## config.mk

```make
export PLATFORM = sky130hd
export DESIGN_NAME = q_frag_ctrl_seq
export DESIGN_NICKNAME = d
export VERILOG_FILES = /design/src/rtl/q_frag_ctrl_seq.sv
export SDC_FILE = /design/constraint.sdc
export NUM_CORES = 1
export LEC_CHECK = 0
export ABC_AREA = 1
export BUFFER_PORTS_ARGS = -buffer_cell sky130_fd_sc_hd__buf_2
export CAP_MARGIN = 25
export CORE_ASPECT_RATIO = 1.4
export CORE_UTILIZATION = 45
export CTS_CLUSTER_SIZE = 14
export DETAILED_ROUTE_END_ITERATION = 7
export PLACE_DENSITY_LB_ADDON = 0.05
export SETUP_SLACK_MARGIN = 0.4
export SYNTH_ARGS = -nofsm -noshare
export SYNTH_HDL_FRONTEND = slang
export SYNTH_SLANG_ARGS = --single-unit
```

## constraint.sdc

```tcl
create_clock -name QCK -period 2.7 [get_ports QCK]
set_input_delay 0.54 -clock QCK [delete_from_list [all_inputs] [get_ports QCK]]
set_output_delay 0.54 -clock QCK [all_outputs]
set_load 0.03 [all_outputs]
```

## src/rtl/q_frag_ctrl_seq.sv

```systemverilog
// Purpose: sequences WRITE/CLEAR/PRESET/READ commands onto a bank of Q_FRAG flops, with a quiet recovery cycle after set/reset pulses.
// Latency: WRITE 1 cycle, CLEAR/PRESET CLR_CYCLES+1 cycles, READ response registered 2 cycles after accept.
// Backpressure: CMD_READY only in IDLE; a READ response is held in RESP until RSP_READY, blocking new commands.
module q_frag_ctrl_seq #(
    parameter int LANES      = 8,
    parameter int CLR_CYCLES = 2
) (
    input  logic             QCK,
    input  logic             QRT,
    input  logic             CMD_VALID,
    output logic             CMD_READY,
    input  logic [1:0]       CMD_OP,
    input  logic [LANES-1:0] CMD_DATA,
    input  logic [LANES-1:0] CMD_MASK,
    output logic [LANES-1:0] L_QDI,
    output logic [LANES-1:0] L_QEN,
    output logic             L_CDS,
    output logic [LANES-1:0] L_QST,
    output logic [LANES-1:0] L_QRT,
    input  logic [LANES-1:0] L_AQZ,
    output logic             RSP_VALID,
    input  logic             RSP_READY,
    output logic [LANES-1:0] RSP_DATA,
    output logic             BUSY
);

    localparam int CLR_N = (CLR_CYCLES < 1) ? 1 : CLR_CYCLES;
    localparam int CW    = $clog2(CLR_N + 1);

    localparam logic [1:0] OP_WR  = 2'b00;
    localparam logic [1:0] OP_CLR = 2'b01;
    localparam logic [1:0] OP_PRE = 2'b10;

    typedef struct packed {
        logic [1:0]       op;
        logic [LANES-1:0] dat;
        logic [LANES-1:0] mask;
    } cmd_t;

    typedef enum logic [2:0] {
        S_IDLE,
        S_WRITE,
        S_PULSE,
        S_RECOVER,
        S_SETTLE,
        S_RESP
    } state_t;

    state_t           state, state_nxt;
    cmd_t             cmd_q, cmd_nxt;
    logic [CW-1:0]    cnt_q, cnt_nxt;
    logic [LANES-1:0] qdi_nxt, qen_nxt, qst_nxt, qrt_nxt, rsp_dat_nxt;
    logic             cds_nxt, rsp_vld_nxt, busy_nxt;
    logic             accept;

    assign CMD_READY = (state == S_IDLE) && !QRT;
    assign accept    = CMD_VALID && CMD_READY;

    always_comb begin
        state_nxt   = state;
        cmd_nxt     = cmd_q;
        cnt_nxt     = cnt_q;
        qdi_nxt     = '0;
        qen_nxt     = '0;
        cds_nxt     = 1'b0;
        qst_nxt     = '0;
        qrt_nxt     = '0;
        rsp_vld_nxt = RSP_VALID;
        rsp_dat_nxt = RSP_DATA;

        case (state)
            S_IDLE: begin
                if (accept) begin
                    cmd_nxt = '{op: CMD_OP, dat: CMD_DATA, mask: CMD_MASK};
                    case (CMD_OP)
                        OP_WR: begin
                            state_nxt = S_WRITE;
                            qdi_nxt   = CMD_DATA;
                            qen_nxt   = CMD_MASK;
                            cds_nxt   = 1'b1;
                        end
                        OP_CLR: begin
                            state_nxt = S_PULSE;
                            cnt_nxt   = CW'(CLR_N);
                            qrt_nxt   = CMD_MASK;
                        end
                        OP_PRE: begin
                            state_nxt = S_PULSE;
                            cnt_nxt   = CW'(CLR_N);
                            qst_nxt   = CMD_MASK;
                        end
                        default: state_nxt = S_SETTLE;
                    endcase
                end
            end
            S_WRITE: state_nxt = S_IDLE;
            S_PULSE: begin
                // The counter holds the pulse cycles remaining including this one.
                if (cnt_q <= CW'(1)) begin
                    state_nxt = S_RECOVER;
                end else begin
                    cnt_nxt = cnt_q - CW'(1);
                    if (cmd_q.op == OP_CLR) qrt_nxt = cmd_q.mask;
                    else                    qst_nxt = cmd_q.mask;
                end
            end
            S_RECOVER: state_nxt = S_IDLE;
            S_SETTLE: begin
                state_nxt   = S_RESP;
                rsp_vld_nxt = 1'b1;
                rsp_dat_nxt = L_AQZ & cmd_q.mask;
            end
            S_RESP: begin
                if (RSP_READY) begin
                    state_nxt   = S_IDLE;
                    rsp_vld_nxt = 1'b0;
                end
            end
            default: state_nxt = S_IDLE;
        endcase

        busy_nxt = (state_nxt != S_IDLE);
    end

    always_ff @(posedge QCK or posedge QRT) begin
        if (QRT) begin
            state     <= S_IDLE;
            cmd_q     <= '0;
            cnt_q     <= '0;
            L_QDI     <= '0;
            L_QEN     <= '0;
            L_CDS     <= 1'b0;
            L_QST     <= '0;
            L_QRT     <= '0;
            RSP_VALID <= 1'b0;
            RSP_DATA  <= '0;
            BUSY      <= 1'b0;
        end else begin
            state     <= state_nxt;
            cmd_q     <= cmd_nxt;
            cnt_q     <= cnt_nxt;
            L_QDI     <= qdi_nxt;
            L_QEN     <= qen_nxt;
            L_CDS     <= cds_nxt;
            L_QST     <= qst_nxt;
            L_QRT     <= qrt_nxt;
            RSP_VALID <= rsp_vld_nxt;
            RSP_DATA  <= rsp_dat_nxt;
            BUSY      <= busy_nxt;
        end
    end

endmodule

```

==> summary.txt <==
STA
  • Slew Limit Fails: 0
  • Skew final: between 9 and 10 ps
  • F_max: 0.5581 GHz
  • Crit path time final: 1792 ps
  • PnR worst setup slack: 908.2 ps
  • # setup viols final: 0
  • Tcrit/Tclk final: 0.6636
  • Worst Tran Pin Value: 501.1 ps
  • Rel. slew slack: 0.6656
  • Setup TNS after final layout: 0 ps
  • RSZ-0062 raised after global routing: false
  • Final count of hold timing violations: 0

Clock tree
  • Hold buffers post-CTS: 0
  • Clock latency on the worst-skew pair: around 320 ps
  • Root buf cell: clkbuf_8
  • Setup bufs post-CTS: 0
  • CTS max path bufs: 2
  • Inserted Clock Buffers: 9
  • CTS tree: built
  • Clk sink count: 58
  • PostCTS Resize Cnt: 0
  • CTS clk-pin slew, worst paths: 60 ps
  • # H-tree levels: 3

Critical path
  • Worst R2R Path Depth: 5
  • Critical path data required time: about 2200 ps
  • RR Startpoint: state[1]
  • R2R Setup Slk: roughly 1200 ps
  • Setup crit end: CMD_READY
  • Worst reg2reg path endpoint: L_QRT[1]
  • CP arrival: 1250 ps
  • WS Path Type: reg -> out
  • Endpoint kind of the worst setup timing path: output pin
  • Crit Path Max Fanout: 5
  • Crit start category: flop
  • Crit path from: state[1]

Routing
  • WL met1: 2020 um
  • Top Metal Used: met4
  • Drt drc: 0
  • Initial drt markers: 97
  • Final WL: 4633 um
  • Met3 routed WL: between 200 and 250 um
  • WL per Instance: 12.49 um
  • Vias after detailed routing: between 1,500 and 2,000
  • Antenna Nets Post-Route: 0
  • First-pass DRT Iterations: 4
  • DR WL met2: 2332 um
  • DR vias/cell: 4.679

Floorplan
  • Die ar.: approximately 0.0054 mm^2
  • Starting Density: 0.4705
  • Die Wd: between 60 and 70 um
  • Core footprint: 0.004842 mm^2
  • Row count: 30
  • # IOs: 74
  • Die height: 86.19 um

Global route
  • Number of global-route vias before repair: 1,736
  • Largest net degree at the start of global routing: 37
  • Initial antenna violation count: 0
  • Grt ovf: 0
  • First-pass GRT wire length: 7728 um
  • GRT Overall Usage: 0.1903

Placement
  • HPWL Detailed: 3350 um
  • Placed cells: 355
  • GP Congestion: 0.7175
  • Place WS: a little under 1000 ps
  • Port buffer count: 73
  • Placed cell areas: 0.002734 mm^2

Synth
  • Syn_area_per_cell: between 10 and 15 um^2
  • Yosys cell types: 24
  • Seq/Total Area, Yosys: 0.6370
  • Synthesis warning total: 0
  • Synth Instances: 218
  • Cell Area, Synth: 0.002278 mm^2
  • Synthesized flop and latch total: 58
  • Post-synth net total: 254

Finish
  • Non-filler cells, final: 371
  • Most common cell after layout, fill and taps aside: buf_2
  • Layout cells sized above 1: 0.3648
  • Commonest cells after routing, fill and taps aside: 73 x buf_2, 58 x dfrtp_1, 38 x nand2_1
  • Area Overhead vs Synth: 29.21%
  • Nets: approximately 340
  • FILL cells: 436
  • Number of inserted diodes: 0
  • Post-route cell area: 0.002944 mm^2

Hold path
  • Hold WC Path Type: in -> async

Power and ir drop
  • Pleak: 1.675 nW
  • Maximum VDD drop: 0.0003733 V
  • Pwr Total: approximately 0.0030 W
  • P per Cell Area: approximately 1000 mW/mm^2

Status
  • Status: complete, no violations

Run
  • Number of max-cap violations: 0
## final cells by class
cell class,instances,area [um^2],share of cell area
sequential,58,1451,0.4930
multi-input combinational,124,686.9,0.2333
timing repair buffer,76,387.9,0.1317
clock buffer,11,131.4,0.04462
inverter,33,127.6,0.04335
tap,64,80.08,0.02720
clock inverter,5,78.83,0.02677
## layer usage
layer / track usage / vias up
met5: 0 / -
met4: 0.08879 / 0
met3: 0.05000 / 7
met2: 0.3227 / 52
met1: 0.2272 / 813
li1: - / 864
## cell usage after synthesis
cell type / instances / area share
a21oi_1: 1 / 0.0022
buf_2: 1 / 0.0022
buf_4: 1 / 0.0033
buf_6: 1 / 0.0049
dfrtp_1: 58 / 0.64
ha_1: 6 / 0.033
inv_1: 32 / 0.053
inv_2: 1 / 0.0016
nand2_1: 38 / 0.063
nand2_2: 5 / 0.014
nand2_4: 2 / 0.0099
nand3_1: 12 / 0.026
nand3_2: 1 / 0.0044
nand4_1: 1 / 0.0027
nor2_1: 22 / 0.036
nor2_2: 5 / 0.014
nor2_4: 2 / 0.0099
nor3_1: 1 / 0.0022
o21ai_0: 8 / 0.018
o21ai_2: 2 / 0.0077
o22a_1: 1 / 0.0038
o22ai_1: 14 / 0.038
o22ai_2: 2 / 0.011
or2_0: 1 / 0.0027
## through the flow
step             util  hold WS, ps
3_3_place_gp   0.5646        448.7
4_1_cts        0.6080        95.79
6_report       0.6080        115.6
3_5_place_dp   0.5646        448.9
2_1_floorplan       -        455.0
5_1_grt        0.6080        102.9
## kinds of logic (layout without fill, tap and decap cells)
| kind of cell | count (synthesis) | count (layout) | synth area share |
|---|---|---|---|
| AND/OR/NAND/NOR | 90 | 90 | 0.1845 |
| adder cells (fa/ha/maj) | 6 | 6 | 0.03295 |
| buffers and inverters | 36 | 125 | 0.06480 |
| flip-flops | 58 | 58 | 0.6370 |
| AO/OA/AOI/OAI | 28 | 28 | 0.08072 |
## report_power, final
group | total [W] | internal, W | switching [W]
sequential | 0.00120 | 0.00108 | 0.000114
combinational | 0.000918 | 0.000271 | 0.000647
clock | 0.000838 | 0.000518 | 0.000319
total | 0.00295 | 0.00187 | 0.00108
## worst min-delay path by stage
stage | from | to | slack [ps] | depth (start not counted)
2_1_floorplan | cmd_q[16] | cmd_q[16] | 450 | 2
3_3_place_gp | QRT | state[1] | 450 | 2
3_5_place_dp | QRT | state[1] | 450 | 2
4_1_cts | QRT | state[1] | 100 | 2
5_1_grt | QRT | state[1] | 100 | 2
6_report | QRT | state[1] | 120 | 2
## sequential cells by signal, summed over array words and instances, names as in the netlist, 2 cells and up
signal,cells
cmd_q,10
RSP_DATA,8
L_QDI,8
L_QEN,8
L_QRT,8
L_QST,8
state,3
cnt_q,2
## worst max-delay path, cell delays in order, from the launching register on
cell     delay (ps)
dfrtp_1         440
nor2_2          170
nand3_4         100
inv_2            50
buf_2           180
No activity file was read; power rests on OpenSTA's default activity.
